[src/rtl/midi_pkg.sv]
// Shared MIDI constants, FSM state type and byte classifier for the note parser.
package midi_pkg;

    localparam logic [3:0] NOTE_OFF   = 4'h8;
    localparam logic [3:0] NOTE_ON    = 4'h9;
    localparam logic [3:0] PROG_CHG   = 4'hC;
    localparam logic [3:0] CHAN_PRESS = 4'hD;

    typedef enum logic [1:0] {
        IDLE    = 2'd0,
        WAIT_D1 = 2'd1,
        WAIT_D2 = 2'd2
    } state_e;

    typedef enum logic [1:0] {
        BYTE_DATA     = 2'd0,
        BYTE_STATUS   = 2'd1,
        BYTE_SYSCOM   = 2'd2,
        BYTE_REALTIME = 2'd3
    } byte_class_e;

    function automatic byte_class_e classify(input logic [7:0] b);
        if (!b[7])            return BYTE_DATA;
        else if (b >= 8'hF8)  return BYTE_REALTIME;
        else if (b >= 8'hF0)  return BYTE_SYSCOM;
        else                  return BYTE_STATUS;
    endfunction

endpackage

[src/rtl/midi_note_parser.sv]
// Mono, last-note-priority MIDI note parser: tracks running status, skips non-note
// messages and drives a registered note number / velocity / gate with a change pulse.
module midi_note_parser
    import midi_pkg::*;
#(
    parameter bit         OMNI    = 1'b1,
    parameter logic [3:0] CHANNEL = 4'h0
) (
    input  logic       clk,
    input  logic       resetn,
    input  logic [7:0] midiByte,
    input  logic       midiByteValid,
    output logic [7:0] midiNoteNumber,
    output logic [6:0] noteVelocity,
    output logic       noteGate,
    output logic       noteEvent
);

    state_e      state_q;
    logic [7:0]  status_q;
    logic [6:0]  d1_q;
    logic [6:0]  note_q;
    logic [6:0]  vel_q;
    logic        gate_q;
    logic        event_q;

    byte_class_e byte_class;
    logic        relevant;
    logic        one_data;
    logic        is_note_on;

    // NOTE: every always_comb output is assigned unconditionally, so no latch can form.
    always_comb begin
        byte_class = classify(midiByte);
        relevant   = ((status_q[7:4] == NOTE_ON) || (status_q[7:4] == NOTE_OFF)) &&
                     (OMNI || (status_q[3:0] == CHANNEL));
        one_data   = (status_q[7:4] == PROG_CHG) || (status_q[7:4] == CHAN_PRESS);
        is_note_on = (status_q[7:4] == NOTE_ON) && (midiByte[6:0] != 7'd0);
    end

    // NOTE: sequential state uses non-blocking assignments so all registers update together.
    always_ff @(posedge clk or negedge resetn) begin
        if (!resetn) begin
            state_q  <= IDLE;
            status_q <= 8'h00;
            d1_q     <= 7'd0;
            note_q   <= 7'd0;
            vel_q    <= 7'd0;
            gate_q   <= 1'b0;
            event_q  <= 1'b0;
        end else begin
            event_q <= 1'b0;
            if (midiByteValid) begin
                unique case (byte_class)
                    BYTE_REALTIME: ;
                    BYTE_SYSCOM: begin
                        state_q  <= IDLE;
                        status_q <= 8'h00;
                    end
                    BYTE_STATUS: begin
                        state_q  <= WAIT_D1;
                        status_q <= midiByte;
                        d1_q     <= 7'd0;
                    end
                    BYTE_DATA: begin
                        unique case (state_q)
                            IDLE: ;
                            WAIT_D1: begin
                                // Program change / channel pressure complete on one data byte.
                                if (!one_data) begin
                                    d1_q    <= midiByte[6:0];
                                    state_q <= WAIT_D2;
                                end
                            end
                            WAIT_D2: begin
                                state_q <= WAIT_D1;
                                if (relevant) begin
                                    if (is_note_on) begin
                                        note_q  <= d1_q;
                                        vel_q   <= midiByte[6:0];
                                        gate_q  <= 1'b1;
                                        event_q <= 1'b1;
                                    end else if (gate_q && (d1_q == note_q)) begin
                                        gate_q  <= 1'b0;
                                        event_q <= 1'b1;
                                    end
                                end
                            end
                            default: state_q <= IDLE;
                        endcase
                    end
                    default: ;
                endcase
            end
        end
    end

    assign midiNoteNumber = {1'b0, note_q};
    assign noteVelocity   = vel_q;
    assign noteGate       = gate_q;
    assign noteEvent      = event_q;

endmodule

[config.mk]
export PLATFORM = sky130hd
export DESIGN_NAME = midi_note_parser
export DESIGN_NICKNAME = d
export VERILOG_FILES = /design/src/rtl/midi_pkg.sv /design/src/rtl/midi_note_parser.sv
export SDC_FILE = /design/constraint.sdc
export NUM_CORES = 1
export LEC_CHECK = 0
export CELL_PAD_IN_SITES_DETAIL_PLACEMENT = 1
export CELL_PAD_IN_SITES_GLOBAL_PLACEMENT = 1
export CORE_ASPECT_RATIO = 0.7
export CORE_MARGIN = 2
export CORE_UTILIZATION = 25
export DETAILED_ROUTE_END_ITERATION = 8
export GPL_ROUTABILITY_DRIVEN = 0
export PLACE_DENSITY_LB_ADDON = 0.1
export SYNTH_ARGS = -nofsm -noshare
export SYNTH_HDL_FRONTEND = slang
export SYNTH_SLANG_ARGS = --single-unit
[constraint.sdc]
create_clock -name clk -period 3.3 [get_ports clk]
set_input_delay 0.66 -clock clk [delete_from_list [all_inputs] [get_ports clk]]
set_output_delay 0.66 -clock clk [all_outputs]
set_load 0.01 [all_outputs]
==> impl_results.md <==
- Initial drt markers: 32
- Die width: 93.0 µm
- Synthesized area: 1390 µm²
- Clk slew on worst S/H paths: 60 ps
- Min-delay worst type: flip-flop to flip-flop
- Syn Inst Count: 105
- Clock sinks: 29
- EDFF count, synth: 0
- Mapped Nets: 116
- Max cap viols: 0
- Antenna cells: 0
- Sum of negative setup slack: 0 ps
- Critical path endpoint category: flip-flop
- Post-CTS Repair Setup Buffers: 0
- RSZ-0062 raised after global routing: false
- CTS tree: done
- Power share of the combinational group: 0.199
- Initial Util: 0.262
- Power Density: 506 nW/µm²
- DRC Markers: 0
- CP cell instances: clkdlybuf4s50_1 -> or4b_4 -> nor3_4 -> nand3_4 -> mux2_4
- Total track usage: 0.119
- CTS buffer count: 5
- Drt first pass iters: 4
- Post-DP HPWL: 2.26 mm
- Avg WL per Cell: 14.9 µm
- Status: complete, no violations
- Pin count of the biggest net entering global routing: 30
- Fill cell count: 578
- Clock Path Buffers: 2
- Clock Skew: 4.22 ps
- Via count: 928
- Crit Path Category: input port to flip-flop
- H-tree levels: 2
- Most frequent cells after synthesis: dfrtp_1 (29), mux2_2 (12), mux2_4 (9)
- Fmax: 419 MHz
- Final hold violation count: 0
- GRT overflow: 0
- Peak VDD IR: 214 µV
- Worst path bufs/invs: 1
- Crit path required time: 3460 ps
- Syn avg cell area: 13.2 µm²
- Crit path time final: 2380 ps
- Die height: 66.3 µm
- Share of cells above drive strength 1: 0.248
- Power Internal: 0.676 mW
- Synth area leaders: dfrtp_1 (52%), mux2_4 (9.8%), mux2_2 (9.8%)
- Post-layout nets: 148
- Net Sw Frac: 0.265
- Clock power frac: 0.320
- Antenna Nets Post-Route: 0
- Initial antenna violation count: 0
- Fin Hold WS: 515 ps
- Post-CTS sizing: 0
- Yosys Warn Count: 0
- Clk_lat worst skew: 280 ps
- IO Pins: 28
- Sw power: 0.243 mW
- Post-synth ARST share: 1.00
- Root Buffer: clkbuf_8
- Synthesized flop and latch total: 29
- Post-synth top area cell: dfrtp_1
- First-pass GRT wire length: 5.30 mm
- Peak per-stage delay on the critical path: 560 ps
- Top-area cell type share of the netlist area: 0.524
- CP arrival: 2550 ps
- Sequential power share: 0.481
- Worst setup SP type: input port
- CORE AREA: 5290 µm²
- Std cell rows: 22
- Vias/cell: 4.44
- Slowest CP cell: or4b_4
- Leakage power: 0.865 nW
- Final Slew Violations: 0
- Area growth from synthesis to layout: 31.0%
- Vias in the first global route: 997
- Count leader, synth: dfrtp_1
- Port bufs: 26
- Register area share after synthesis: 0.524
- Synth cell types: 29
- WL final: 3.12 mm
- # hold bufs at CTS: 0
- # setup viols final: 0
- Top cell family by delay on the critical path: simple AND/OR/NAND/NOR gates
- Die Area: 6160 µm²
- Ys flop type: dfrtp_1
- Crit Path Max Fanout: 15
- Tcrit/Tclk final: 0.722
==> per-layer routing <==
layer	track usage	wire, µm
met1	0.167	1580
met2	0.164	1330
met3	0.0388	154
met4	0.0551	49
met5	0	0
==> per-stage QoR <==
stage          std cells  instance area, µm²   util  total power [mW]  setup slack (ps)
2_1_floorplan        105                1390      -             0.541              1220
3_3_place_gp         202                1730  0.327             0.632               627
3_5_place_dp         202                1730  0.327             0.634               614
4_1_cts              209                1810  0.343             0.939               902
5_1_grt              209                1810  0.343             0.979               849
6_report             209                1810  0.343             0.919               916
==> path summary, 6_finish.rpt <==
check,startpoint,endpoint,slack [ps],cells after the start
max,midiByte[7],noteVelocity[3],920,5
min,noteVelocity[1],noteVelocity[1],520,1
max reg2reg,state_q[0],d1_q[0],1360,4
min reg2reg,noteVelocity[1],noteVelocity[1],520,1
max in group asynchronous,resetn,d1_q[3],2240,2
min in group asynchronous,resetn,d1_q[0],770,2
==> area by class of cell <==
cell class	count	area (µm²)	share of cell area
Sequential cell	29	726	0.400
Multi-Input combinational cell	70	626	0.345
Timing Repair Buffer	28	275	0.152
Tap cell	72	90.1	0.0497
Clock buffer	7	86.3	0.0476
Inverter	3	11.3	0.00621
==> worst register-to-register path, delay by kind of cell (launching register included) <==
kind / cells / cell delay, ps
buffers and inverters: 1 / 90
and+or+nand+nor: 1 / 530
DFF: 1 / 450
muxes: 1 / 390
AOI/OAI and AO/OA: 1 / 380
==> cells in the final DEF (no fill, tap or decap), types with 2 or more instances in the layout <==
cell,n
a22o_1,4
inv_1,3
nor2_1,2
nor4_1,2
buf_4,2
mux2_4,9
clkbuf_8,6
nor2b_1,7
xor2_1,7
o21ai_0,3
mux2_2,12
nor3_1,2
dfrtp_1,29
clkdlybuf4s50_1,26
nand2_1,6
and3_1,2
nand3_1,2
==> sequential cells by signal (all words and copies together) (netlist names) <==
signal	count
noteEvent	1
noteVelocity	7
status_q	4
noteGate	1
state_q	2
note_q	7
d1_q	7
==> cells by family after synthesis <==
| logic type | synth area share |
|---|---|
| and+or+nand+nor | 0.135 |
| AOI/OAI and AO/OA | 0.0678 |
| other | 0.00271 |
| muxes | 0.202 |
| buffers and inverters | 0.0244 |
| DFF | 0.524 |
| xor gates and xnor gates | 0.0443 |
==> power groups by stage <==
stage               Combinational, mW  Sequential, mW  Clock [mW]
finish                          0.183           0.442       0.294
detailed placement              0.186           0.449           0
global route                    0.202           0.450       0.327
global placement                0.184           0.448           0
CTS                             0.186           0.443       0.309
floorplan                      0.0923           0.448           0
Note: power is estimated with default switching activity, not from simulation.
